[src/rtl/apb_slave_regfile_pkg.sv]
// Shared types and constants for the APB register-file completer.
package apb_slave_pkg;

  typedef enum logic {
    IDLE,
    ACCESS
  } state_t;

  localparam int         NUM_REGS     = 16;
  localparam logic [3:0] REG_WAIT_CFG = 4'd14;
  localparam logic [3:0] REG_ID       = 4'd15;

endpackage

[src/rtl/apb_slave_regfile_if.sv]
// APB3 bus bundle between a requester (master) and the register-file completer (slave).
interface apb_slave_regfile_if #(
  parameter int ADDR_W = 12
);

  logic              Psel;
  logic              Penable;
  logic              Pwrite;
  logic [ADDR_W-1:0] Paddr;
  logic [31:0]       Pwdata;
  logic [31:0]       Prdata;
  logic              Pready;
  logic              Pslverr;

  modport master (
    output Psel, Penable, Pwrite, Paddr, Pwdata,
    input  Prdata, Pready, Pslverr
  );

  modport slave (
    input  Psel, Penable, Pwrite, Paddr, Pwdata,
    output Prdata, Pready, Pslverr
  );

endinterface

[src/rtl/apb_slave_regfile_addr_decode.sv]
// Combinational address decode: register index plus the illegal-access flag.
module apb_slave_addr_decode
  import apb_slave_pkg::*;
#(
  parameter int ADDR_W = 12
) (
  input  logic [ADDR_W-1:0] addr,
  input  logic              write,
  output logic [3:0]        idx,
  output logic              err
);

  logic misaligned;
  logic out_of_range;
  logic ro_write;

  // Anything beyond byte offset 0x3C, any sub-word offset, or a write to ID is refused.
  always_comb begin
    idx          = addr[5:2];
    misaligned   = (addr[1:0] != 2'b00);
    out_of_range = ((addr >> 6) != '0);
    ro_write     = write && (addr[5:2] == REG_ID);
    err          = misaligned || out_of_range || ro_write;
  end

endmodule

[src/rtl/apb_slave_regfile.sv]
// APB3 completer: 14 RW registers, a wait-state config register and a read-only ID,
// with a programmable number of wait states and PSLVERR on illegal accesses.
module apb_slave_regfile
  import apb_slave_pkg::*;
#(
  parameter int          ADDR_W   = 12,
  parameter logic [31:0] ID_VALUE = 32'hA5B0_0001,
  parameter logic [3:0]  WAIT_RST = 4'd0
) (
  input  logic              Pclk,
  input  logic              Preset,
  apb_slave_regfile_if.slave bus
);

  localparam int NUM_GP = NUM_REGS - 2;

  state_t      state;
  state_t      state_next;
  logic [3:0]  cnt;
  logic [3:0]  cnt_next;
  logic        capture;
  logic        complete;
  logic        commit;

  logic        cap_write;
  logic        cap_err;
  logic [3:0]  cap_idx;

  logic [3:0]  dec_idx;
  logic        dec_err;

  logic [31:0] regs [0:NUM_GP-1];
  logic [3:0]  wait_cfg;
  logic [31:0] rd_val;

  apb_slave_addr_decode #(
    .ADDR_W(ADDR_W)
  ) u_decode (
    .addr (bus.Paddr),
    .write(bus.Pwrite),
    .idx  (dec_idx),
    .err  (dec_err)
  );

  always_ff @(posedge Pclk or posedge Preset) begin
    if (Preset) begin
      state <= IDLE;
      cnt   <= '0;
    end else begin
      state <= state_next;
      cnt   <= cnt_next;
    end
  end

  // A SETUP seen while already in ACCESS restarts the transfer with the new request.
  always_comb begin
    state_next = state;
    cnt_next   = cnt;
    capture    = 1'b0;
    complete   = 1'b0;
    case (state)
      IDLE: begin
        if (bus.Psel && !bus.Penable) begin
          state_next = ACCESS;
          cnt_next   = wait_cfg;
          capture    = 1'b1;
        end
      end
      ACCESS: begin
        if (!bus.Psel) begin
          state_next = IDLE;
        end else if (!bus.Penable) begin
          cnt_next = wait_cfg;
          capture  = 1'b1;
        end else if (cnt != 4'd0) begin
          cnt_next = cnt - 4'd1;
        end else begin
          complete   = 1'b1;
          state_next = IDLE;
        end
      end
      default: state_next = IDLE;
    endcase
  end

  always_ff @(posedge Pclk or posedge Preset) begin
    if (Preset) begin
      cap_write <= 1'b0;
      cap_err   <= 1'b0;
      cap_idx   <= '0;
    end else if (capture) begin
      cap_write <= bus.Pwrite;
      cap_err   <= dec_err;
      cap_idx   <= dec_idx;
    end
  end

  assign commit = complete && cap_write && !cap_err;

  // Pwdata is taken on the completing edge; a new WAIT_CFG only applies to later transfers.
  always_ff @(posedge Pclk or posedge Preset) begin
    if (Preset) begin
      for (int i = 0; i < NUM_GP; i++) begin
        regs[i] <= '0;
      end
      wait_cfg <= WAIT_RST;
    end else if (commit) begin
      if (cap_idx == REG_WAIT_CFG) begin
        wait_cfg <= bus.Pwdata[3:0];
      end else if (cap_idx < REG_WAIT_CFG) begin
        regs[cap_idx] <= bus.Pwdata;
      end
    end
  end

  always_comb begin
    rd_val = '0;
    if (cap_idx == REG_ID) begin
      rd_val = ID_VALUE;
    end else if (cap_idx == REG_WAIT_CFG) begin
      rd_val = {28'd0, wait_cfg};
    end else begin
      rd_val = regs[cap_idx];
    end
  end

  assign bus.Pready  = complete;
  assign bus.Pslverr = complete && cap_err;
  assign bus.Prdata  = (complete && !cap_err) ? rd_val : 32'd0;

endmodule

[src/flat_wrapper.sv]
// flat-port wrapper written by rule: the top's interface ports become plain ports
module apb_slave_regfile_flat import apb_slave_pkg::*;
#(
  parameter int          ADDR_W   = 12,
  parameter logic [31:0] ID_VALUE = 32'hA5B0_0001,
  parameter logic [3:0]  WAIT_RST = 4'd0
)
  (Pclk, Preset, bus_Psel, bus_Penable, bus_Pwrite, bus_Paddr, bus_Pwdata, bus_Prdata, bus_Pready, bus_Pslverr);
  apb_slave_regfile_if #(.ADDR_W(ADDR_W)) bus_i ();
  input  logic Pclk;
  input  logic Preset;
  input wire logic [$bits(bus_i.Psel)-1:0] bus_Psel;
  input wire logic [$bits(bus_i.Penable)-1:0] bus_Penable;
  input wire logic [$bits(bus_i.Pwrite)-1:0] bus_Pwrite;
  input wire logic [$bits(bus_i.Paddr)-1:0] bus_Paddr;
  input wire logic [$bits(bus_i.Pwdata)-1:0] bus_Pwdata;
  output wire logic [$bits(bus_i.Prdata)-1:0] bus_Prdata;
  output wire logic [$bits(bus_i.Pready)-1:0] bus_Pready;
  output wire logic [$bits(bus_i.Pslverr)-1:0] bus_Pslverr;
  assign bus_i.Psel = bus_Psel;
  assign bus_i.Penable = bus_Penable;
  assign bus_i.Pwrite = bus_Pwrite;
  assign bus_i.Paddr = bus_Paddr;
  assign bus_i.Pwdata = bus_Pwdata;
  assign bus_Prdata = bus_i.Prdata;
  assign bus_Pready = bus_i.Pready;
  assign bus_Pslverr = bus_i.Pslverr;
  apb_slave_regfile #(.ADDR_W(ADDR_W), .ID_VALUE(ID_VALUE), .WAIT_RST(WAIT_RST)) u_core (.Pclk(Pclk), .Preset(Preset), .bus(bus_i));
endmodule
[config.mk]
export PLATFORM = sky130hd
export DESIGN_NAME = apb_slave_regfile_flat
export DESIGN_NICKNAME = d
export VERILOG_FILES = /design/src/rtl/apb_slave_regfile_pkg.sv /design/src/rtl/apb_slave_regfile_if.sv /design/src/rtl/apb_slave_regfile_addr_decode.sv /design/src/rtl/apb_slave_regfile.sv /design/src/flat_wrapper.sv
export SDC_FILE = /design/constraint.sdc
export NUM_CORES = 1
export LEC_CHECK = 0
export CAP_MARGIN = 20
export CELL_PAD_IN_SITES_DETAIL_PLACEMENT = 0
export CELL_PAD_IN_SITES_GLOBAL_PLACEMENT = 1
export CORE_AREA = 4 4 299 301
export DETAILED_ROUTE_END_ITERATION = 6
export DIE_AREA = 0 0 303 305
export PLACE_DENSITY = 0.49
export SLEW_MARGIN = 20
export SYNTH_ARGS = -nofsm -noshare
export SYNTH_HDL_FRONTEND = slang
export SYNTH_HIERARCHICAL = 1
export SYNTH_SLANG_ARGS = --single-unit
export TNS_END_PERCENT = 100
[constraint.sdc]
create_clock -name Pclk -period 14.7 [get_ports Pclk]
set_input_delay 1.47 -clock Pclk [delete_from_list [all_inputs] [get_ports Pclk]]
set_output_delay 1.47 -clock Pclk [all_outputs]
set_load 0.01 [all_outputs]
==> results of run 1 <==
[synthesized netlist by cell type, drive strengths merged]
master	count	area [µm²]
or2	1	6.26
inv	6	22.5
and2	25	156
a21oi	7	35.0
a31oi	4	25.0
mux2	464	5560
nor3b	1	18.8
nor2b	8	50.1
a211oi	4	30.0
or4	4	30.0
a2111oi	3	26.3
nand2b	8	50.1
a21boi	3	22.5
and2b	1	8.76
mux2i	34	340
o2bb2ai	3	26.3
ha	2	25.0
mux4	94	2120
nand3	7	47.6
o21ai	25	125
a222oi	21	210
o21bai	1	7.51
o22ai	14	87.6
clkbuf	50	188
nor4bb	2	20.0
buf	83	529
nand2	9	33.8
nor3	11	90.1
o211ai	3	22.5
dfrtp	463	11600
nor2	7	26.3
nor4	2	25.0
a221oi	1	8.76
and4bb	1	12.5
or3	1	6.26
and4b	2	20.0
[stage by stage]
stage               area, µm²  total power [mW]  worst slack (ns)  util (%)
finish                  25400              2.89              8.73      29.3
floorplan               21600              1.45             0.319         -
global route            25400              3.02              8.35      29.3
CTS                     25400              2.95              8.52      29.3
global placement        23500              1.53              9.17      27.1
detailed placement      23500              1.53              9.12      27.2
[worst max-delay path by stage]
stage          cells after the start                         end  slack (ns)                           from
3_5_place_dp                       6               bus_Prdata[1]        9.12                    bus_Penable
4_1_cts                            7              bus_Prdata[27]        8.52  u_core/cap_idx[0]$_DFFE_PP0P_
5_1_grt                            7              bus_Prdata[18]        8.35  u_core/cap_idx[0]$_DFFE_PP0P_
3_3_place_gp                       6               bus_Prdata[1]        9.17                    bus_Penable
2_1_floorplan                      1  u_core/cap_err$_DFFE_PP0P_        0.32                         Preset
6_report                           7              bus_Prdata[27]        8.73  u_core/cap_idx[0]$_DFFE_PP0P_
[kinds of logic (layout without fill, tap and decap cells)]
| family | count (synthesis) | in the layout | synth area share, % |
|---|---|---|---|
| AO/OA/AOI/OAI | 89 | 89 | 2.90 |
| adder cells (fa/ha/maj) | 2 | 2 | 0.116 |
| buffers and inverters | 139 | 220 | 3.42 |
| flip-flops | 463 | 463 | 53.6 |
| multiplexers | 592 | 592 | 37.1 |
| AND/OR/NAND/NOR | 90 | 90 | 2.79 |
[layout by cell type, fill, tap and decap left out, types with 3 or more instances in the layout]
cell and instances:
a2111oi_0 3, a211oi_1 4, a21boi_0 3, a21oi_1 7, a222oi_1 21, a31oi_1 4, and2_1 25, buf_4 31
bufinv_16 4, clkbuf_1 10, clkbuf_16 54, clkbuf_8 22, clkdlybuf4s50_1 82, clkinv_2 7, dfrtp_1 459, dfrtp_4 3
inv_1 5, mux2_1 33, mux2_2 341, mux2_4 90, mux2i_1 34, mux4_2 94, nand2_1 9, nand2b_1 8
nand3_1 6, nor2_1 7, nor2b_1 7, nor3_1 3, nor3_4 7, o211ai_1 3, o21ai_0 25, o22ai_1 14
o2bb2ai_1 3, or4_2 3
[layer usage]
layer / vias to the layer above / share of wire, % / track usage (%)
met4: 0 / 2.2 / 3.57
met5: - / 0 / 0
met2: 192 / 48 / 21.7
li1: 5214 / - / -
met1: 6574 / 46 / 18.6
met3: 84 / 3.5 / 2.15
[flip-flops by register name, indices dropped and copies added (netlist names)]
name,count
u_core/regs,448
u_core/cap_idx,4
u_core/cnt,4
u_core/wait_cfg,4
u_core/cap_err,1
u_core/cap_write,1
u_core/state,1
[power by group]
part / total [mW] / internal [mW] / leakage, nW / switching (mW)
Sequential: 1.31 / 1.28 / 6.44 / 0.0266
Combinational: 0.195 / 0.0669 / 4.62 / 0.128
Clock: 1.39 / 0.852 / 0.926 / 0.536
[cell type report]
type | instances | area (µm²) | share of cell area [%]
clock buffers | 86 | 1690 | 6.66
clock inverters | 12 | 171 | 0.675
inverters | 6 | 30.0 | 0.118
multi-input cells | 773 | 9360 | 36.9
flip-flops and latches | 463 | 11600 | 45.7
well taps | 1155 | 1450 | 5.69
repair buffers | 116 | 1100 | 4.34
==> results.py, run 1 <==
metrics = {
    "yosys": {
        "synth_cells": 1375,
        "synth_fp_nets": 1426,
        "yosysSeqAreaShare_pct": 53.6,
        "avgSynthCellArea_um2": 15.7,
        "yosys_warnings": 6,
        "synth_area_um2": 21600,
        "synth-seq-cells": 463,
        "synthDistinctLibCells": 43,
    },
    "grt": {
        "grt_max_degree": 170,
        "gr-total-overflow": 0,
        "grt_usage_pct": 13.4,
        "grt_antenna_before_repair": 1,
        "grt_pass1_wl_um": 92200,
        "first_global_vias": 13200,
    },
    "critical_path": {
        "crit_slowest_cell": "dfrtp_4",
        "r2r.worst_path.cells": 6,
        "slowest_delay_ns": 1.09,
        "path_cells": "buf_4 -> and4b_1 -> buf_4 -> a222oi_1 -> o21ai_0 -> and2_1 -> clkdlybuf4s50_1",
        "crit_arrival_ns": 4.50,
        "ff2ff_setup_slack_ns": 10.55,
        "crit_family": "buffers and inverters",
        "reg2reg_to": "u_core/regs[13]$_DFFE_PP0P_",
        "r2r-start": "u_core/cap_idx[0]$_DFFE_PP0P_",
        "cp-start-kind": "register",
        "crit_top_cell": "buf_4",
        "path_class": "register to output port",
        "endpoint_kind": "output port",
        "worstPathRequired_ns": 13.23,
        "critPathBufInv": 3,
        "crit_fanout": 52,
    },
    "clock_network": {
        "cts_tree": "built",
        "cts_setup_buffers": 0,
        "max-clock-path-buffers": 3,
        "cts_resized": 0,
        "hold_buffers": 0,
        "cts_root_buffer": "clkbuf_16",
        "cts_buffers": 52,
        "cts.sinks": 463,
        "htreeDepth": 2,
        "clkTransAtPathRegs_ns": 0.06,
        "clock_latency_ns": 0.60,
    },
    "worst_hold_path": {
        "hp-class": "register to register",
        "min_to": "u_core/regs[145]$_DFFE_PP0P_",
        "hold_path_startpoint": "u_core/regs[145]$_DFFE_PP0P_",
        "whs_path_depth": 1,
    },
    "sta": {
        "hold_viol": 0,
        "rsz0062_at_grt": "no",
        "tns_ns": 0,
        "finalMaxSlewViolations": 0,
        "fin_crit_sh_pct": 40.6,
        "fin_crit_ns": 5.97,
        "hold_ws_ns": 0.485,
        "max_freq_mhz": 168,
        "tightest_slew_ns": 1.10,
        "slew_headroom_pct": 26.5,
        "clock_skew_ns": 0.0237,
        "setup_violations": 0,
    },
    "place": {
        "placed_cells": 2513,
        "dpl.hpwl_um": 35000,
        "gp_congestion": 0.696,
        "port_buffers": 82,
    },
    "pwr": {
        "irDropWorstVdd_uv": 75.3,
        "pwr_density_cell_nw_per_um2": 114,
        "static-leakage-power_nw": 12.0,
    },
    "drt": {
        "vias": 12100,
        "viasPerCell": 4.62,
        "routed_wl_um": 61200,
        "drc_errors": 0,
        "dr.pass1.iters": 5,
        "wl_per_cell_um": 23.4,
        "ant_nets": 0,
        "drt_iter0_markers": 773,
    },
    "finish": {
        "n_antenna_cell": 0,
        "area_delta_synth_final_pct": 17.6,
        "final_layout_size_suffix_gt1_share_pct": 46.2,
        "instances_no_fill": 2611,
        "fill_cells": 8615,
        "nets": 1463,
    },
    "floorplanning": {
        "coreArea_um2": 86600,
        "pin_count": 83,
        "die_w_um": 303,
        "start_util_pct": 24.9,
        "fp.dieArea_um2": 92400,
        "rows": 108,
        "die_h_um": 305,
    },
    "outcome": {
        "status": "finished, final reports clean",
    },
    "flow_run": {
        "cap_violations": 0,
    },
}
No activity file was read; power rests on OpenSTA's default activity.
==> run 2, diff against run 1 <==
- PLACE_DENSITY: 0.49 -> 0.47
- clock period: 14.7 -> 5.5 ns (I/O delays scaled with it)
==> results.py, run 2 (synthesized netlist as in run 1, its figures left out) <==
metrics = {
    "pwr": {
        "irDropWorstVdd_uv": 210,
        "pwr_density_cell_nw_per_um2": 301,
        "static-leakage-power_nw": 12.0,
    },
    "sta": {
        "fin_crit_ns": 4.67,
        "finalMaxSlewViolations": 0,
        "fin_crit_sh_pct": 84.9,
        "tightest_slew_ns": 0.982,
        "tns_ns": 0,
        "hold_ws_ns": 0.347,
        "hold_viol": 0,
        "clock_skew_ns": 0.0147,
        "max_freq_mhz": 214,
        "setup_ws_ns": 0.828,
        "slew_headroom_pct": 34.5,
        "rsz0062_at_grt": "no",
        "setup_violations": 0,
    },
    "floorplanning": {
        "die_w_um": 303,
        "fp.dieArea_um2": 92400,
        "rows": 108,
        "die_h_um": 305,
        "start_util_pct": 24.9,
        "pin_count": 83,
        "coreArea_um2": 86600,
    },
    "finish": {
        "layout_commonest_cell": "dfrtp_1",
        "largest_reg_flops": 448,
        "nets": 1467,
        "max_flop_register": "u_core/regs",
        "final_util_pct": 29.3,
        "area_delta_synth_final_pct": 17.5,
        "final_cell_mix": "459 x dfrtp_1, 341 x mux2_2, 94 x mux4_2",
        "fill_cells": 8561,
        "final_area_um2": 25400,
        "final_layout_size_suffix_gt1_share_pct": 46.1,
    },
    "critical_path": {
        "r2r.worst_path.cells": 6,
        "crit_arrival_ns": 4.12,
        "worstPathRequired_ns": 4.95,
        "endpoint_kind": "output port",
        "crit_slowest_cell": "dfrtp_4",
        "cp-start-kind": "register",
        "slowest_delay_ns": 1.03,
        "reg2reg_to": "u_core/regs[276]$_DFFE_PP0P_",
        "crit_fanout": 54,
        "r2r-start": "u_core/cap_idx[1]$_DFFE_PP0P_",
        "path_cells": "buf_4 -> mux4_2 -> nor2b_1 -> a211oi_1 -> a2111oi_0 -> clkdlybuf4s50_1",
        "path_class": "register to output port",
        "ff2ff_setup_slack_ns": 1.84,
    },
    "clock_network": {
        "cts_setup_buffers": 0,
        "htreeDepth": 2,
        "cts_tree": "built",
        "cts_resized": 0,
        "clkTransAtPathRegs_ns": 0.06,
        "cts_buffers": 54,
        "hold_buffers": 0,
        "cts.sinks": 463,
        "cts_root_buffer": "clkbuf_16",
        "max-clock-path-buffers": 3,
        "clock_latency_ns": 0.60,
    },
    "grt": {
        "grt_pass1_wl_um": 93300,
        "gr-total-overflow": 0,
        "grt_max_degree": 157,
        "grt_usage_pct": 13.4,
        "first_global_vias": 13400,
        "grt_antenna_before_repair": 5,
    },
    "drt": {
        "drc_errors": 0,
        "routed_wl_um": 61300,
        "dr.pass1.iters": 5,
        "viasPerCell": 4.62,
        "wl_per_cell_um": 23.5,
        "drt_iter0_markers": 654,
        "vias": 12100,
        "ant_nets": 0,
    },
    "flow_run": {
        "cap_violations": 0,
    },
    "place": {
        "port_buffers": 82,
        "gp_congestion": 0.701,
        "place_area_um2": 23600,
        "pre_cts_slack_ns": 1.31,
        "dpl.hpwl_um": 34400,
    },
    "worst_hold_path": {
        "hp-class": "input port to asynchronous set/reset pin",
    },
    "outcome": {
        "status": "finished, final reports clean",
    },
}
run 2: changes by cell type in the layout (fill, tap and decap cells not counted), moves of 2 or more:
cell,previous run,this run
clkbuf_8,22,13
clkinv_2,7,11
buf_12,1,6
clkbuf_1,10,13
buf_8,2,0
run 2: area by class of cell:
cell class	count	area (µm²)	share of cell area, %
Inverter	6	26.3	0.104
Antenna cell	1	2.50	0.00986
Multi-Input combinational cell	773	9370	36.9
Sequential cell	463	11600	45.7
Tap cell	1155	1450	5.69
Clock buffer	81	1600	6.32
Clock inverter	16	174	0.685
Timing Repair Buffer	118	1170	4.59
run 2: worst max path at each step:
stage                                   from                    endpoint  slack (ns)  cells past startpoint
6_report       u_core/cap_idx[1]$_DFFE_PP0P_               bus_Prdata[2]        0.83                      6
5_1_grt        u_core/cap_idx[1]$_DFFE_PP0P_               bus_Prdata[2]        0.58                      6
4_1_cts        u_core/cap_idx[1]$_DFFE_PP0P_               bus_Prdata[2]        0.62                      6
3_5_place_dp   u_core/cap_idx[1]$_DFFE_PP0P_               bus_Prdata[2]        1.31                      6
3_3_place_gp   u_core/cap_idx[1]$_DFFE_PP0P_               bus_Prdata[2]        1.27                      6
2_1_floorplan                         Preset  u_core/cap_err$_DFFE_PP0P_       -1.32                      1
run 2: power by group:
group	internal [mW]	switching, mW
Combinational	0.186	0.329
Clock	2.15	1.45
Sequential	3.42	0.0887
run 2: worst max-delay path: cells and delay by family, from the launching register on:
kind	cells	cell delay, ns
buf+inv	2	1.28
compound gates	2	0.74
simple gates	1	0.12
flops	1	1.03
mux	1	0.30
run 2: routing by layer:
metal  track usage, %  share of wire (%)  vias to the layer above
li1                 -                  -                     5211
met1             18.8                 47                     6603
met2             22.2                 48                      181
met3             1.86                3.2                       78
met4             2.73                1.7                        0
met5                0                  0                        -
run 2: stage by stage:
| stage | std cells | power [mW] |
|---|---|---|
| finish | 2613 | 7.63 |
| global route | 2612 | 7.96 |
| CTS | 2612 | 7.79 |
| detailed placement | 2515 | 4.11 |
| global placement | 2515 | 4.11 |
| floorplan | 1375 | 3.87 |
==> run 3, diff against run 2 <==
- PLACE_DENSITY: 0.47 -> 0.49
- clock period: 5.5 -> 4 ns (I/O delays scaled with it)
==> results.py, run 3 (synthesized netlist as in run 1, its figures left out) <==
metrics = {
    "outcome": {
        "status": "finished, final reports clean",
    },
    "critical_path": {
        "worstPathRequired_ns": 3.60,
        "crit_arrival_ns": 3.39,
        "path_class": "register to output port",
        "endpoint_kind": "output port",
        "r2r.worst_path.cells": 6,
        "reg2reg_to": "u_core/regs[408]$_DFFE_PP0P_",
        "cp-start-kind": "register",
        "r2r-start": "u_core/cap_idx[1]$_DFFE_PP0P_",
        "crit_fanout": 19,
        "ff2ff_setup_slack_ns": 0.93,
    },
    "drt": {
        "dr.pass1.iters": 5,
        "drc_errors": 0,
        "viasPerCell": 4.61,
        "vias": 12200,
        "wl_per_cell_um": 23.1,
        "ant_nets": 0,
        "routed_wl_um": 61000,
        "drt_iter0_markers": 821,
    },
    "grt": {
        "groute.layer.met3.usage_pct": 2.14,
        "grt_most_used_layer": "met2",
        "first_global_vias": 13600,
        "gr-total-overflow": 0,
        "grt_antenna_before_repair": 3,
        "grt_pass1_wl_um": 92600,
        "met1_usage_pct": 18.2,
        "grt_usage_pct": 13.3,
        "grt_max_degree": 105,
        "grtUsageMet2_pct": 22.0,
    },
    "clock_network": {
        "cts.sinks": 463,
        "max-clock-path-buffers": 3,
        "cts_resized": 0,
        "clkTransAtPathRegs_ns": 0.06,
        "cts_tree": "built",
        "cts_buffers": 54,
        "htreeDepth": 2,
        "clock_latency_ns": 0.60,
        "cts_root_buffer": "clkbuf_16",
        "cts_setup_buffers": 0,
        "hold_buffers": 0,
    },
    "finish": {
        "layout_commonest_cell": "dfrtp_1",
        "max_flop_register": "u_core/regs",
        "final_layout_size_suffix_gt1_share_pct": 46.5,
        "nets": 1494,
        "final_util_pct": 29.6,
        "n_antenna_cell": 0,
        "final_cell_mix": "459 x dfrtp_1, 341 x mux2_2, 94 x mux4_2",
        "final_area_um2": 25700,
        "largest_reg_flops": 448,
        "fill_cells": 8532,
        "area_delta_synth_final_pct": 18.8,
    },
    "sta": {
        "fin_crit_sh_pct": 94.7,
        "max_freq_mhz": 264,
        "tns_ns": 0,
        "setup_violations": 0,
        "hold_viol": 0,
        "clock_skew_ns": 0.0263,
        "rsz0062_at_grt": "no",
        "tightest_slew_ns": 0.918,
        "finalMaxSlewViolations": 0,
        "slew_headroom_pct": 38.8,
        "fin_crit_ns": 3.79,
    },
    "pwr": {
        "static-leakage-power_nw": 12.1,
        "pwr_density_cell_nw_per_um2": 407,
        "irDropWorstVdd_uv": 367,
    },
    "floorplanning": {
        "fp.dieArea_um2": 92400,
        "rows": 108,
        "start_util_pct": 24.9,
        "die_w_um": 303,
        "coreArea_um2": 86600,
        "die_h_um": 305,
        "pin_count": 83,
    },
    "place": {
        "place_area_um2": 23900,
        "port_buffers": 82,
        "gp_congestion": 0.706,
        "dpl.hpwl_um": 37100,
    },
    "worst_hold_path": {
        "hp-class": "input port to asynchronous set/reset pin",
    },
    "flow_run": {
        "cap_violations": 0,
    },
}
[run 3: cell count changes in the layout (fill, tap and decap cells not counted), sizes merged]
cell	delta
clkbuf	+7
diode	-1
buf	+27
clkinv	-3
bufinv	-1
[run 3: stage by stage]
stage	power, mW	hold WS [ns]	instances	worst slack [ns]
2_1_floorplan	5.32	0.453	1375	-2.67
3_3_place_gp	5.70	0.464	2542	0.626
3_5_place_dp	5.70	0.473	2542	0.638
4_1_cts	10.7	0.204	2642	0.0559
5_1_grt	10.9	0.225	2642	0.0272
6_report	10.4	0.235	2642	0.211
[run 3: per-layer routing]
layer	routed length [µm]	share of wire, %
met5	13	0.021
met1	27800	46
met4	1280	2.1
met2	29600	49
met3	2220	3.6
[run 3: area by class of cell]
cell class	instances	area (µm²)	share of cell area [%]
Sequential cell	463	11600	45.2
Multi-Input combinational cell	773	9360	36.5
Clock buffer	88	1610	6.28
Timing Repair Buffer	145	1490	5.82
Tap cell	1155	1450	5.63
Clock inverter	12	129	0.502
Inverter	6	26.3	0.102
[run 3: how the worst max path moves through the flow]
stage	startpoint	end	slack (ns)	depth (start not counted)
global placement	bus_Penable	bus_Prdata[3]	0.63	6
finish	u_core/cap_idx[1]$_DFFE_PP0P_	bus_Prdata[12]	0.21	6
detailed placement	bus_Penable	bus_Prdata[31]	0.64	6
global route	u_core/cap_idx[1]$_DFFE_PP0P_	bus_Prdata[12]	0.03	6
floorplan	Preset	u_core/cap_err$_DFFE_PP0P_	-2.67	1
CTS	u_core/cap_idx[1]$_DFFE_PP0P_	bus_Prdata[12]	0.06	6
[run 3: report_power, final]
| group | leakage [nW] | internal, mW | switching [mW] | total [mW] |
|---|---|---|---|---|
| Sequential | 6.44 | 4.71 | 0.0453 | 4.76 |
| Combinational | 4.82 | 0.301 | 0.531 | 0.833 |
| Clock | 0.857 | 2.87 | 1.99 | 4.86 |
| Total | 12.1 | 7.88 | 2.56 | 10.4 |
[run 3: critical path, cell delays in order, from the launching register on]
cell,delay [ns]
dfrtp_4,0.62
buf_4,0.34
mux4_2,0.35
a222oi_1,0.36
o21ai_0,0.33
and2_1,0.28
clkdlybuf4s50_1,0.49
